**config.mk**
```make
export PLATFORM = sky130hd
export DESIGN_NAME = mem_arbiter
export DESIGN_NICKNAME = d
export VERILOG_FILES = /design/src/rtl/mem_arbiter.sv
export SDC_FILE = /design/constraint.sdc
export NUM_CORES = 1
export LEC_CHECK = 0
export ABC_AREA = 1
export CAP_MARGIN = 25
export CORE_UTILIZATION = 31
export DETAILED_ROUTE_END_ITERATION = 10
export GPL_TIMING_DRIVEN = 0
export SETUP_SLACK_MARGIN = 0.1
export SLEW_MARGIN = 15
export SYNTH_ARGS = -nofsm -noshare
export SYNTH_HDL_FRONTEND = slang
export SYNTH_SLANG_ARGS = --single-unit
```
**constraint.sdc**
```tcl
create_clock -name clk -period 2.4 [get_ports clk]
set_input_delay 0.72 -clock clk [delete_from_list [all_inputs] [get_ports clk]]
set_output_delay 0.72 -clock clk [all_outputs]
set_load 0.005 [all_outputs]
```
**src/rtl/mem_arbiter.sv**
```systemverilog
// Two-port (core/loader) arbiter in front of a single fixed-latency memory.
// Round-robin on ties; each access runs IDLE -> ACCESS (LAT cycles) -> DONE.
module mem_arbiter #(
  parameter int LAT = 2
) (
  input  logic        clk,
  input  logic        reset,
  input  logic        c_req,
  input  logic        c_we,
  input  logic [31:0] c_addr,
  input  logic [31:0] c_wdata,
  output logic [31:0] c_rdata,
  output logic        c_ack,
  input  logic        l_req,
  input  logic        l_we,
  input  logic [31:0] l_addr,
  input  logic [31:0] l_wdata,
  output logic [31:0] l_rdata,
  output logic        l_ack,
  output logic [31:0] m_addr,
  output logic [31:0] m_wdata,
  output logic        m_read,
  output logic        m_write,
  input  logic [31:0] m_rdata,
  output logic [1:0]  grant,
  output logic        busy
);

  typedef enum logic [1:0] {IDLE, ACCESS, DONE} state_t;

  localparam logic [3:0] CNT_INIT = 4'(LAT - 1);

  state_t      state_q, state_d;
  logic [3:0]  cnt_q, cnt_d;
  logic        last_q, last_d;
  logic        owner_q, owner_d;
  logic        we_q, we_d;
  logic [31:0] addr_q, addr_d;
  logic [31:0] wdata_q, wdata_d;
  logic        m_read_q, m_read_d;
  logic        m_write_q, m_write_d;
  logic [31:0] c_rdata_q, c_rdata_d;
  logic [31:0] l_rdata_q, l_rdata_d;
  logic        c_ack_q, c_ack_d;
  logic        l_ack_q, l_ack_d;
  logic [1:0]  grant_q, grant_d;
  logic        busy_q, busy_d;
  logic        win_loader;
  logic        sel_we;

  // last_q = 1 means the loader was granted last, so the core wins a tie.
  assign win_loader = l_req & (~c_req | ~last_q);
  assign sel_we     = win_loader ? l_we : c_we;

  always_comb begin
    state_d   = state_q;
    cnt_d     = cnt_q;
    last_d    = last_q;
    owner_d   = owner_q;
    we_d      = we_q;
    addr_d    = addr_q;
    wdata_d   = wdata_q;
    m_read_d  = m_read_q;
    m_write_d = m_write_q;
    c_rdata_d = c_rdata_q;
    l_rdata_d = l_rdata_q;
    c_ack_d   = 1'b0;
    l_ack_d   = 1'b0;
    grant_d   = grant_q;
    busy_d    = busy_q;
    case (state_q)
      IDLE: begin
        if (c_req | l_req) begin
          owner_d   = win_loader;
          we_d      = sel_we;
          addr_d    = win_loader ? l_addr : c_addr;
          wdata_d   = win_loader ? l_wdata : c_wdata;
          cnt_d     = CNT_INIT;
          m_read_d  = ~sel_we;
          m_write_d = sel_we;
          grant_d   = win_loader ? 2'b10 : 2'b01;
          busy_d    = 1'b1;
          state_d   = ACCESS;
        end
      end
      ACCESS: begin
        if (cnt_q == 4'd0) begin
          state_d   = DONE;
          m_read_d  = 1'b0;
          m_write_d = 1'b0;
          c_ack_d   = ~owner_q;
          l_ack_d   = owner_q;
          if (!we_q) begin
            if (owner_q) l_rdata_d = m_rdata;
            else         c_rdata_d = m_rdata;
          end
        end else begin
          cnt_d = cnt_q - 4'd1;
        end
      end
      DONE: begin
        state_d = IDLE;
        grant_d = 2'b00;
        busy_d  = 1'b0;
        last_d  = owner_q;
      end
      default: state_d = IDLE;
    endcase
  end

  always_ff @(posedge clk) begin
    if (reset) begin
      state_q   <= IDLE;
      cnt_q     <= 4'd0;
      last_q    <= 1'b1;
      owner_q   <= 1'b0;
      we_q      <= 1'b0;
      addr_q    <= 32'd0;
      wdata_q   <= 32'd0;
      m_read_q  <= 1'b0;
      m_write_q <= 1'b0;
      c_rdata_q <= 32'd0;
      l_rdata_q <= 32'd0;
      c_ack_q   <= 1'b0;
      l_ack_q   <= 1'b0;
      grant_q   <= 2'b00;
      busy_q    <= 1'b0;
    end else begin
      state_q   <= state_d;
      cnt_q     <= cnt_d;
      last_q    <= last_d;
      owner_q   <= owner_d;
      we_q      <= we_d;
      addr_q    <= addr_d;
      wdata_q   <= wdata_d;
      m_read_q  <= m_read_d;
      m_write_q <= m_write_d;
      c_rdata_q <= c_rdata_d;
      l_rdata_q <= l_rdata_d;
      c_ack_q   <= c_ack_d;
      l_ack_q   <= l_ack_d;
      grant_q   <= grant_d;
      busy_q    <= busy_d;
    end
  end

  assign c_rdata = c_rdata_q;
  assign l_rdata = l_rdata_q;
  assign c_ack   = c_ack_q;
  assign l_ack   = l_ack_q;
  assign m_addr  = addr_q;
  assign m_wdata = wdata_q;
  assign m_read  = m_read_q;
  assign m_write = m_write_q;
  assign grant   = grant_q;
  assign busy    = busy_q;

endmodule

```
# [After elaboration in Yosys (flattened, before gate mapping)]
# Index checks and enable logic that the tools add are counted.
[totals] ff_bits=144 wordCells=62 inputBits=166 output_inout_bits=135
[op_classes] reduce_logical=12 mux=19 eq_ne=5 add_sub_neg=1 bitwise_logic=10
[op_table] op="$mux 32" n=2
[op_table] op="$mux 2" n=4
[op_table] op="$mux 4" n=2
[op_table] op="$pmux 2 s2" n=2
[op_table] op="$pmux 4 s2" n=1
[op_table] op="$reduce_and 4->1" n=2
[op_table] op="$not 1->1" n=7
[op_table] op="$ne 2x2->1 const B" n=3
[op_table] op="$pmux 1 s2" n=3
[op_table] op="$reduce_and 2->1" n=3
[op_table] op="$reduce_and 3->1" n=2
[op_table] op="$mux 1" n=5
[op_table] op="$logic_not 4->1" n=1
[op_table] op="$reduce_bool 2->1" n=2
[op_table] op="$sub 4x1->4 const B" n=1
[op_table] op="$reduce_or 3->1" n=1
[op_table] op="$eq 2x1->1 const B" n=1
[op_table] op="$eq 2x2->1 const B" n=1
[op_table] op="$logic_not 2->1" n=1
[op_table] op="$or 1x1->1" n=2
[op_table] op="$and 1x1->1" n=1

# [Longest topological paths before layout]
# Gate-level depths: netlist of run 1.
[logic_depth] depth_word=7 mapped_depth=9 mapped_depth_nobuf=8

# [Worst setup path after synthesis of run 1]
# Ideal clock, no wire load.
[synth_path] path_type="input port to flip-flop" from="in c_req" to="reg m_read_q, in the netlist m_read" required_time_ns=2.285 n_path_buf=2 setup_ns=0.115 arrival_ns=1.415 slack_ns=0.870 stages=9 cell_sequence="nand2_1 -> nand2_1 -> inv_2 -> buf_4 -> buf_4 -> nand2_1 -> nand3_1 -> nand2_1 -> nor2_1"
[synth_via] elab_chain_cells=7 elab_cells_between_ends=10 cone_classes="eq/ne (1); mux (3); bitwise (5); reduce/logical (1)"
[synth_lines] element="from (decl)" line_no="8" text="input logic c_req,"
[synth_lines] element="$not 1->1" line_no="52" text="assign win_loader = l_req & (~c_req | ~last_q);"
[synth_lines] element="$or 1x1->1" line_no="52"
[synth_lines] element="$and 1x1->1" line_no="52"
[synth_lines] element="$mux 1" line_no="53" text="assign sel_we = win_loader ? l_we : c_we;"
[synth_lines] element="$not 1->1" line_no="79" text="m_read_d = ~sel_we;"
[synth_lines] element="$mux 1" line_no="73" text="if (c_req | l_req) begin"
[synth_lines] element="$pmux 1 s2" line_no="71" text="case (state_q)"
[synth_lines] element="to (signal assigned)" line_no="136" text="m_read_q <= m_read_d;"
[synth_lines] element="to (decl)" line_no="40" text="logic m_read_q, m_read_d;"
# Several ways; a longest one is shown, not always the timed one. The select of a mux whose other input is x is not followed.
# A chain may end at the register's enable or synchronous reset.

# [Final worst setup path of run 1]
[layout_path] from="reg wdata_q[17], in the netlist m_wdata[17]" to="out m_wdata[17]"
[layout_lines] element="from (decl)" line_no="39" text="logic [31:0] wdata_q, wdata_d;"
[layout_lines] element="from (signal assigned)" line_no="135" text="wdata_q <= wdata_d;"
[layout_lines] element="to (decl)" line_no="21" text="output logic [31:0] m_wdata,"
# No word-level cell between the ends.

==> summary.md, run 1 <==
| Metric | Value |
|---|---|
| Max Slew Vio Count | `0` |
| # H-tree levels | `4` |
| Leakage Power | `4.26 nW` |
| TritonRoute pass-1 iters | `7` |
| Placer Congestion | `0.781` |
| VDD IR max | `482 uV` |
| Post CTS Setup Buffer Count | `0` |
| Fin crit period | `2.05 ns` |
| Clk_skew | `0.0113 ns` |
| Worst slack, placed | `0.0919 ns` |
| Commonest cells post-synth | `nand2_1, dfxtp_1, nor2_1` |
| Worst Hold Class | `reg -> reg` |
| Initial antenna violation count | `2` |
| M1 GR Usage | `0.247` |
| Synth Warn # | `0` |
| Distinct cells, synth | `26` |
| DR WL/cell | `14.7 microns` |
| Synth area leaders | `dfxtp_1, nand2_1, nor2_1, a21oi_1, nand3b_1` |
| Synthesized instance count | `890` |
| Top-count cell post-synth | `nand2_1` |
| Final Hold Fails | `0` |
| Drt drc | `0` |
| Maximum root-to-sink buffer count | `2` |
| Cts hold-fix bufs | `0` |
| Syn Area/Cell | `6.94 sq um` |
| Max FO, Critical Path | `2` |
| Antenna Nets Post-Route | `0` |
| Status | `finished clean` |
| Post-synth EDFFs | `0` |
| Cell taking the most area after synthesis | `dfxtp_1` |
| Fill count | `2019` |
| Critical Path Source Type | `register` |
| Skew-Pair Late Insertion Delay | `0.42 ns` |
| Site Rows | `51` |
| PD cells | `750 nW/um^2` |
| Vias in the first global route | `6484` |
| Dominant synthesized flop cell | `dfxtp_1` |
| Max Cap Violations | `0` |
| Yosys reg bits | `144` |
| Gr ovfl total | `0` |
| Met2 Use GR | `0.370` |
| Crit path max-delay family | `buffers and inverters` |
| CTS tree | `done` |
| Max incr delay on CP | `0.59 ns` |
| WP buf/inv | `1` |
| Sequential fraction of the synthesis area | `0.466` |
| Syn nets | `1058` |
| Clock-pin slew on the worst setup and hold paths | `0.06 ns` |
| Worst-path cell chain | `clkdlybuf4s50_1` |
| I/O Pins | `301` |
| Setup TNS | `0 ns` |
| Design area | `10200 sq um` |
| First-pass GRT wire length | `33900 microns` |
| Area after DPL | `9500 sq um` |
| Pwr Total | `7.62 mW` |
| Final worst-path cycle share | `0.854` |
| Critical Path End Type | `primary output` |
| IO Port Bufs | `299` |
| Slew Limit Headroom | `0.632` |
| Clock Tree Root | `clkbuf_16` |
| DP Wirelength | `16700 microns` |
| Slowest cell on crit path | `clkdlybuf4s50_1` |
| Synth-to-layout area growth | `64.5%` |
| Cts bufs inserted | `17` |
| Core Region | `19500 sq um` |
| Critical path type | `reg -> out` |
| Initial Util | `0.316` |
| Via count | `6611` |
| RSZ-0062 raised after global routing | `false` |
| Die width | `143 microns` |
| Async set-or-reset flop fraction in the synthesized netlist | `0` |
| 1st-iter DRT viols | `200` |
| Setup violators final | `0` |
| CTS sink count | `144` |
| Total Wirelength | `21800 microns` |
| Busiest grt layer | `met2` |
| Largest net degree at the start of global routing | `17` |
| Die ar. | `20500 sq um` |
| # resized after CTS | `0` |
| Tot GR Track Use | `0.217` |
| Data arrival time of the critical path | `1.33 ns` |
| Layout cells sized above 1 | `0.0721` |
| Cell Area, Synth | `6180 sq um` |
| Worst-Margin Slew | `0.552 ns` |
| Vias/cell | `4.44` |
| Req. time, crit path | `1.68 ns` |
| Fmax | `488 MHz` |
| Area share of the largest cell type after synthesis | `0.466` |
| Final Util | `0.521` |
| Die H | `143 microns` |
| PnR worst setup slack | `0.350 ns` |
| Final #Nets | `1376` |
| GR Util met3 | `0.0801` |
[tightest hold or removal path, stage by stage (launching register included)]
cell	delay (ns)
dfxtp_1	0.31
nand2_1	0.06
nand2_1	0.04
[power breakdown]
part | total, mW | internal, mW | switching (mW)
clock | 2.95 | 1.86 | 1.09
combinational | 1.88 | 0.955 | 0.929
sequential | 2.79 | 2.65 | 0.143
total | 7.62 | 5.46 | 2.16
[through the flow]
stage                     hold slack (ns)  std cells
after floorplan                     0.446        890
after global placement              0.436       1454
after detailed placement            0.441       1454
after CTS                           0.457       1486
after global routing                0.475       1488
final                               0.454       1488
[placed cells by master, fill, tap and decap left out, types with 2 or more instances in the layout]
master,instances
a21oi_1,60
clkinv_4,3
nand2_1,373
nand3_1,18
buf_4,10
inv_2,6
nor3_1,35
inv_1,8
nor2_1,104
buf_6,6
ha_1,2
inv_6,4
buf_2,24
clkinvlp_4,2
clkbuf_1,18
dfxtp_1,144
diode_2,2
o21ai_1,30
clkdlybuf4s50_1,299
clkbuf_16,17
nor2_2,3
nor2_4,3
buf_1,3
bufinv_16,5
nand3b_1,32
nand3_2,2
o21ai_0,3
[layer usage]
metal | vias to the layer above | wire, microns
met2 | 215 | 10400
li1 | 3456 | -
met5 | - | 0
met1 | 2915 | 9200
met3 | 25 | 1840
met4 | 0 | 430
[area by class of cell]
type | instances | area (sq um) | share of cell area
Timing Repair Buffer | 299 | 2990 | 0.294
Multi-Input combinational cell | 671 | 2900 | 0.286
Sequential cell | 144 | 2880 | 0.284
Clock buffer | 17 | 425 | 0.0418
Buffer | 61 | 342 | 0.0336
Tap cell | 265 | 332 | 0.0326
Clock inverter | 15 | 231 | 0.0228
Inverter | 14 | 52.6 | 0.00517
Antenna cell | 2 | 5.00 | 0.000492
[sequential cells by signal, indices dropped and copies added, names as in the netlist]
name and count:
last_q 1, c_rdata 32, l_rdata 32, m_wdata 32, c_ack 1, m_addr 32, we_q 1, m_read 1
busy 1, cnt_q 4, owner_q 1, l_ack 1, state_q 2, m_write 1, grant 2
[final timing paths]
kind / startpoint / endpoint / slack [ns] / cells after the start
max: m_wdata[17] / m_wdata[17] / 0.35 / 1
min: m_wdata[26] / m_wdata[26] / 0.45 / 2
min reg2reg: m_wdata[26] / m_wdata[26] / 0.45 / 2
max reg2reg: cnt_q[0] / l_rdata[3] / 0.78 / 8
[kinds of logic after synthesis]
kind of cell             share of synthesized area
AND/OR/NAND/NOR                              0.386
adder cells (fa/ha/maj)                    0.00405
buffers and inverters                       0.0638
XOR/XNOR                                   0.00142
flip-flops                                   0.466
AO/OA/AOI/OAI                               0.0780
Note: power is estimated with default switching activity, not from simulation.
==> run 2: changes to the inputs <==
Settings changed: CORE_ASPECT_RATIO from default to 1.5.
==> run 2 against run 1 <==
  * Combinational power hardly changed
  * Via count fell by 1.6%
  * First-iteration DRC count is 15% higher
  * Highest routed layer unchanged
  * Maximum frequency grew 0.47%
  * Global-route usage down 0.72 points
  * Register-to-register slack better by 0.05 ns
  * Utilization is essentially flat
  * Design area decreased by 1.1%
  * Total power is 6.3% lower
  * Non-clock buffer count stayed put
  * Worst hold slack got worse by 0.0049 ns
  * Clock skew hardly changed
==> summary.md, run 2 (synthesized netlist as in run 1, its figures left out) <==
| Metric | Value |
|---|---|
| Status | `finished clean (unchanged)` |
| Vias/cell | `4.41 (was 4.44)` |
| 1st-iter DRT viols | `230 (was 200)` |
| Most frequent cells in the layout | `nand2_1, clkdlybuf4s50_1, dfxtp_1, nor2_1, a21oi_1 (unchanged)` |
| Maximum root-to-sink buffer count | `2 (unchanged)` |
| Register Area | `2880 sq um (unchanged)` |
| Worst-path cell chain | `clkdlybuf4s50_1 (unchanged)` |
| Crit path from | `m_wdata[8] (was m_wdata[17])` |
| Leakage Power | `4.22 nW (was 4.26 nW)` |
| Total Wirelength | `20800 microns (was 21800 microns)` |
| Clock-pin slew on the worst setup and hold paths | `0.06 ns (about the same)` |
| Clock Tree Root | `clkbuf_16 (unchanged)` |
| Req. time, crit path | `1.68 ns (about the same)` |
| PD cells | `710 nW/um^2 (was 750 nW/um^2)` |
| VDD IR max | `473 uV (was 482 uV)` |
| Max Slew Vio Count | `0 (unchanged)` |
| Layout cells sized above 1 | `0.0721 (unchanged)` |
| Critical Path Source Type | `register (unchanged)` |
| Setup violators final | `0 (unchanged)` |
| Placer Congestion | `0.785 (was 0.781)` |
| Max FO, Critical Path | `2 (unchanged)` |
| Worst-Margin Slew | `0.545 ns (was 0.552 ns)` |
| Hold Startpoint | `m_wdata[26] (unchanged)` |
| Commonest non-fill, non-tap cell in the layout | `nand2_1 (unchanged)` |
| Core Region | `19300 sq um (was 19500 sq um)` |
| Initial antenna violation count | `0 (was 2)` |
| Via count | `6508 (was 6611)` |
| CTS tree | `done (unchanged)` |
| Max incr delay on CP | `0.56 ns (was 0.59 ns)` |
| DP Wirelength | `16500 microns (was 16700 microns)` |
| Critical Path End Type | `primary output (unchanged)` |
| Tot GR Track Use | `0.209 (was 0.217)` |
| # resized after CTS | `0 (unchanged)` |
| IO Port Bufs | `299 (unchanged)` |
| Skew-Pair Late Insertion Delay | `0.42 ns (about the same)` |
| Worst Hold Class | `reg -> reg (unchanged)` |
| Setup TNS | `0 ns (unchanged)` |
| Antenna Nets Post-Route | `0 (unchanged)` |
| TritonRoute pass-1 iters | `4 (was 7)` |
| Max Cap Violations | `0 (unchanged)` |
| RSZ-0062 raised after global routing | `false (unchanged)` |
| Multi-input gate area | `2900 sq um (unchanged)` |
| Synth-to-layout area growth | `62.6% (was 64.5%)` |
| Final Hold Fails | `0 (unchanged)` |
| Die width | `117 microns (was 143 microns)` |
| Cts bufs inserted | `17 (unchanged)` |
| Antenna cells | `0 (was 2)` |
| Clk_skew | `0.0113 ns (about the same)` |
| R2r startpoint | `cnt_q[0] (unchanged)` |
| Slew Limit Headroom | `0.637 (was 0.632)` |
| Site Rows | `62 (was 51)` |
| Final #Nets | `1376 (unchanged)` |
| Post CTS Setup Buffer Count | `0 (unchanged)` |
| Final worst-path cycle share | `0.850 (was 0.854)` |
| Die H | `175 microns (was 143 microns)` |
| Fill count | `1943 (was 2019)` |
| Cts hold-fix bufs | `0 (unchanged)` |
| WP buf/inv | `1 (unchanged)` |
| Initial Util | `0.320 (was 0.316)` |
| Slowest cell on crit path | `clkdlybuf4s50_1 (unchanged)` |
| DR WL/cell | `14.1 microns (was 14.7 microns)` |
| Fin crit period | `2.04 ns (was 2.05 ns)` |
| Crit path max-delay family | `buffers and inverters (unchanged)` |
| Data arrival time of the critical path | `1.32 ns (was 1.33 ns)` |
| CTS sink count | `144 (unchanged)` |
| First-pass GRT wire length | `32600 microns (was 33900 microns)` |
| Final Hold Slack | `0.449 ns (was 0.454 ns)` |
| # H-tree levels | `4 (unchanged)` |
| Largest net degree at the start of global routing | `17 (unchanged)` |
| Critical path type | `reg -> out (unchanged)` |
| Vias in the first global route | `6397 (was 6484)` |
| Gr ovfl total | `0 (unchanged)` |
| Drt drc | `0 (unchanged)` |
| Fmax | `490 MHz (was 488 MHz)` |
| Die ar. | `20500 sq um (about the same)` |
| I/O Pins | `301 (unchanged)` |
## run 2: cell types whose count changed in the layout (fill, tap and decap cells not counted), sizes merged
cell | before | now
bufinv | 5 | 0
inv | 18 | 21
diode | 2 | 0
clkbuf | 35 | 36
clkinv | 4 | 5
## run 2: per-stage QoR
stage                     utilization  instances  area [sq um]  power, mW  worst slack [ns]
after floorplan                     -        890          6180       3.68             0.870
after global placement          0.491       1445          9490       4.71            0.0590
after detailed placement        0.491       1445          9490       4.72            0.0253
after CTS                       0.520       1477         10100       7.26             0.329
after global routing            0.520       1477         10100       7.56             0.307
final                           0.520       1477         10100       7.14             0.359
## run 2: worst paths after layout
path                            cells after the start          end  slack, ns
worst max-delay path                                1   m_wdata[8]       0.36
worst min-delay path                                2  m_wdata[26]       0.45
worst max register to register                      8   l_rdata[1]       0.83
worst min register to register                      2  m_wdata[26]       0.45
## run 2: final cells by class
cell class	count	area share
multi-input cells	671	0.289
clock buffers	18	0.0437
plain buffers	61	0.0340
repair buffers	299	0.298
flip-flops and latches	144	0.287
inverters	14	0.00523
well taps	256	0.0319
clock inverters	14	0.0118
## run 2: power breakdown
group	switching, mW	leakage [nW]	internal, mW	total [mW]
Combinational	0.905	2.77	0.954	1.86
Sequential	0.137	1.18	2.65	2.78
Clock	1.12	0.271	1.38	2.50
Total	2.16	4.22	4.98	7.14
## run 2: per-layer routing
layer / up-vias / wire [microns] / GRT usage
li1: 3460 / - / -
met1: 2835 / 7610 / 0.211
met2: 189 / 11400 / 0.392
met3: 24 / 1270 / 0.0614
met4: 0 / 455 / 0.0802
met5: - / 0 / 0
==> run 3: changes to the inputs <==
Settings changed: CELL_PAD_IN_SITES_DETAIL_PLACEMENT from default to 1, CELL_PAD_IN_SITES_GLOBAL_PLACEMENT from default to 2, CORE_MARGIN from default to 2, CORE_UTILIZATION 31 to 22, PLACE_DENSITY_LB_ADDON from default to 0.1.
==> run 3 against run 2 <==
  * Flip-flop and latch count is the same
  * Register-to-register slack worse by 0.07 ns
  * Sequential power is essentially flat
  * Clock-buffer cell count grew 2
  * Clock skew decreased by 0.0031 ns
  * Critical path depth unchanged
  * Routed wire length rose by 18%
  * Maximum frequency fell by 0.45%
  * Clock power increased by 6%
  * Non-clock buffer count is the same
  * Die area rose by 44%
  * First-iteration DRC count down 15%
==> summary.md, run 3 (synthesized netlist as in run 1, its figures left out) <==
| Metric | Value |
|---|---|
| Leakage Power | `4.22 nW (about the same)` |
| Final Hold Fails | `0 (unchanged)` |
| Via count | `6632 (was 6508)` |
| Fill count | `3430 (was 1943)` |
| Worst-path cell chain | `clkdlybuf4s50_1 (unchanged)` |
| CTS sink count | `144 (unchanged)` |
| DR WL/cell | `15.6 microns (was 14.1 microns)` |
| Initial antenna violation count | `1 (was 0)` |
| DP Cell Count | `1535 (was 1445)` |
| DP Wirelength | `19400 microns (was 16500 microns)` |
| Core Region | `27800 sq um (was 19300 sq um)` |
| Design area | `10200 sq um (was 10100 sq um)` |
| Clock-pin slew on the worst setup and hold paths | `0.06 ns (about the same)` |
| Maximum root-to-sink buffer count | `2 (unchanged)` |
| Worst-Margin Slew | `0.572 ns (was 0.545 ns)` |
| Synth-to-layout area growth | `64.7% (was 62.6%)` |
| PD cells | `720 nW/um^2 (was 710 nW/um^2)` |
| Critical Path End Type | `primary output (unchanged)` |
| Die ar. | `29500 sq um (was 20500 sq um)` |
| Max Cap Violations | `0 (unchanged)` |
| Antenna Nets Post-Route | `0 (unchanged)` |
| I/O Pins | `301 (unchanged)` |
| IO Port Bufs | `299 (unchanged)` |
| Most frequent cells in the layout | `nand2_1, clkdlybuf4s50_1, dfxtp_1, nor2_1, a21oi_1 (unchanged)` |
| PnR worst setup slack | `0.350 ns (was 0.359 ns)` |
| Site Rows | `75 (was 62)` |
| Final #Nets | `1376 (unchanged)` |
| Fmax | `488 MHz (was 490 MHz)` |
| Die width | `141 microns (was 117 microns)` |
| Setup violators final | `0 (unchanged)` |
| # resized after CTS | `0 (unchanged)` |
| Vias/cell | `4.23 (was 4.41)` |
| CTS tree | `done (unchanged)` |
| RSZ-0062 raised after global routing | `false (unchanged)` |
| Data arrival time of the critical path | `1.33 ns (was 1.32 ns)` |
| Placer Congestion | `0.747 (was 0.785)` |
| TritonRoute pass-1 iters | `4 (unchanged)` |
| Req. time, crit path | `1.68 ns (about the same)` |
| Critical path type | `reg -> out (unchanged)` |
| Skew-Pair Late Insertion Delay | `0.43 ns (was 0.42 ns)` |
| Slowest cell on crit path | `clkdlybuf4s50_1 (unchanged)` |
| Pwr Total | `7.33 mW (was 7.14 mW)` |
| Final Util | `0.366 (was 0.520)` |
| Max incr delay on CP | `0.58 ns (was 0.56 ns)` |
| Non-filler instance count after layout | `1567 (was 1477)` |
| Cts hold-fix bufs | `0 (unchanged)` |
| Slew Limit Headroom | `0.619 (was 0.637)` |
| Vias in the first global route | `6923 (was 6397)` |
| Commonest non-fill, non-tap cell in the layout | `nand2_1 (unchanged)` |
| Max FO, Critical Path | `2 (unchanged)` |
| Worst Hold Class | `reg -> reg (unchanged)` |
| Gr ovfl total | `0 (unchanged)` |
| Worst slack, placed | `0.0255 ns (was 0.0253 ns)` |
| Fin crit period | `2.05 ns (was 2.04 ns)` |
| VDD IR max | `492 uV (was 473 uV)` |
| 1st-iter DRT viols | `196 (was 230)` |
| Tot GR Track Use | `0.168 (was 0.209)` |
| WP buf/inv | `1 (unchanged)` |
| Initial Util | `0.222 (was 0.320)` |
| Status | `finished clean (unchanged)` |
| Cts bufs inserted | `17 (unchanged)` |
| Total Wirelength | `24500 microns (was 20800 microns)` |
| Die H | `209 microns (was 175 microns)` |
| Crit path max-delay family | `buffers and inverters (unchanged)` |
| Drt drc | `0 (unchanged)` |
| Clock Tree Root | `clkbuf_16 (unchanged)` |
| Clk_skew | `0.00823 ns (was 0.0113 ns)` |
| Final worst-path cycle share | `0.854 (was 0.850)` |
| Critical Path Source Type | `register (unchanged)` |
| Max Slew Vio Count | `0 (unchanged)` |
| Final Hold Slack | `0.450 ns (was 0.449 ns)` |
| Setup TNS | `0 ns (unchanged)` |
| Area after DPL | `9610 sq um (was 9490 sq um)` |
| First-pass GRT wire length | `38400 microns (was 32600 microns)` |
| Layout cells sized above 1 | `0.0705 (was 0.0721)` |
| Post CTS Setup Buffer Count | `0 (unchanged)` |
| # H-tree levels | `4 (unchanged)` |
| Largest net degree at the start of global routing | `17 (unchanged)` |
## run 3: path summary, 6_finish.rpt
check                                  from     endpoint  slack [ns]  depth (start not counted)
worst max-delay path            m_wdata[15]  m_wdata[15]        0.35                          1
worst min-delay path             m_wdata[5]   m_wdata[5]        0.45                          2
worst max register to register     cnt_q[0]  l_rdata[24]        0.76                          8
worst min register to register   m_wdata[5]   m_wdata[5]        0.45                          2
## run 3: layer usage
layer / GRT usage / routed length, microns / part of all wire
met1: 0.177 / 9460 / 0.39
met2: 0.317 / 13200 / 0.54
met3: 0.0502 / 1540 / 0.063
met4: 0.0545 / 354 / 0.014
met5: 0 / 0 / 0
## run 3: final cells by class
class                           count  area [sq um]  share of cell area
Clock buffer                       20           457              0.0449
Antenna cell                        1          2.50            0.000246
Sequential cell                   144          2880               0.283
Timing Repair Buffer              299          2990               0.294
Inverter                           14          52.6             0.00516
Buffer                             61           342              0.0336
Clock inverter                     11           115              0.0113
Tap cell                          346           433              0.0425
Multi-Input combinational cell    671          2900               0.285
## run 3: report_power, final
group | switching, mW | internal [mW]
sequential | 0.142 | 2.65
combinational | 0.938 | 0.954
clock | 1.08 | 1.57
total | 2.16 | 5.17
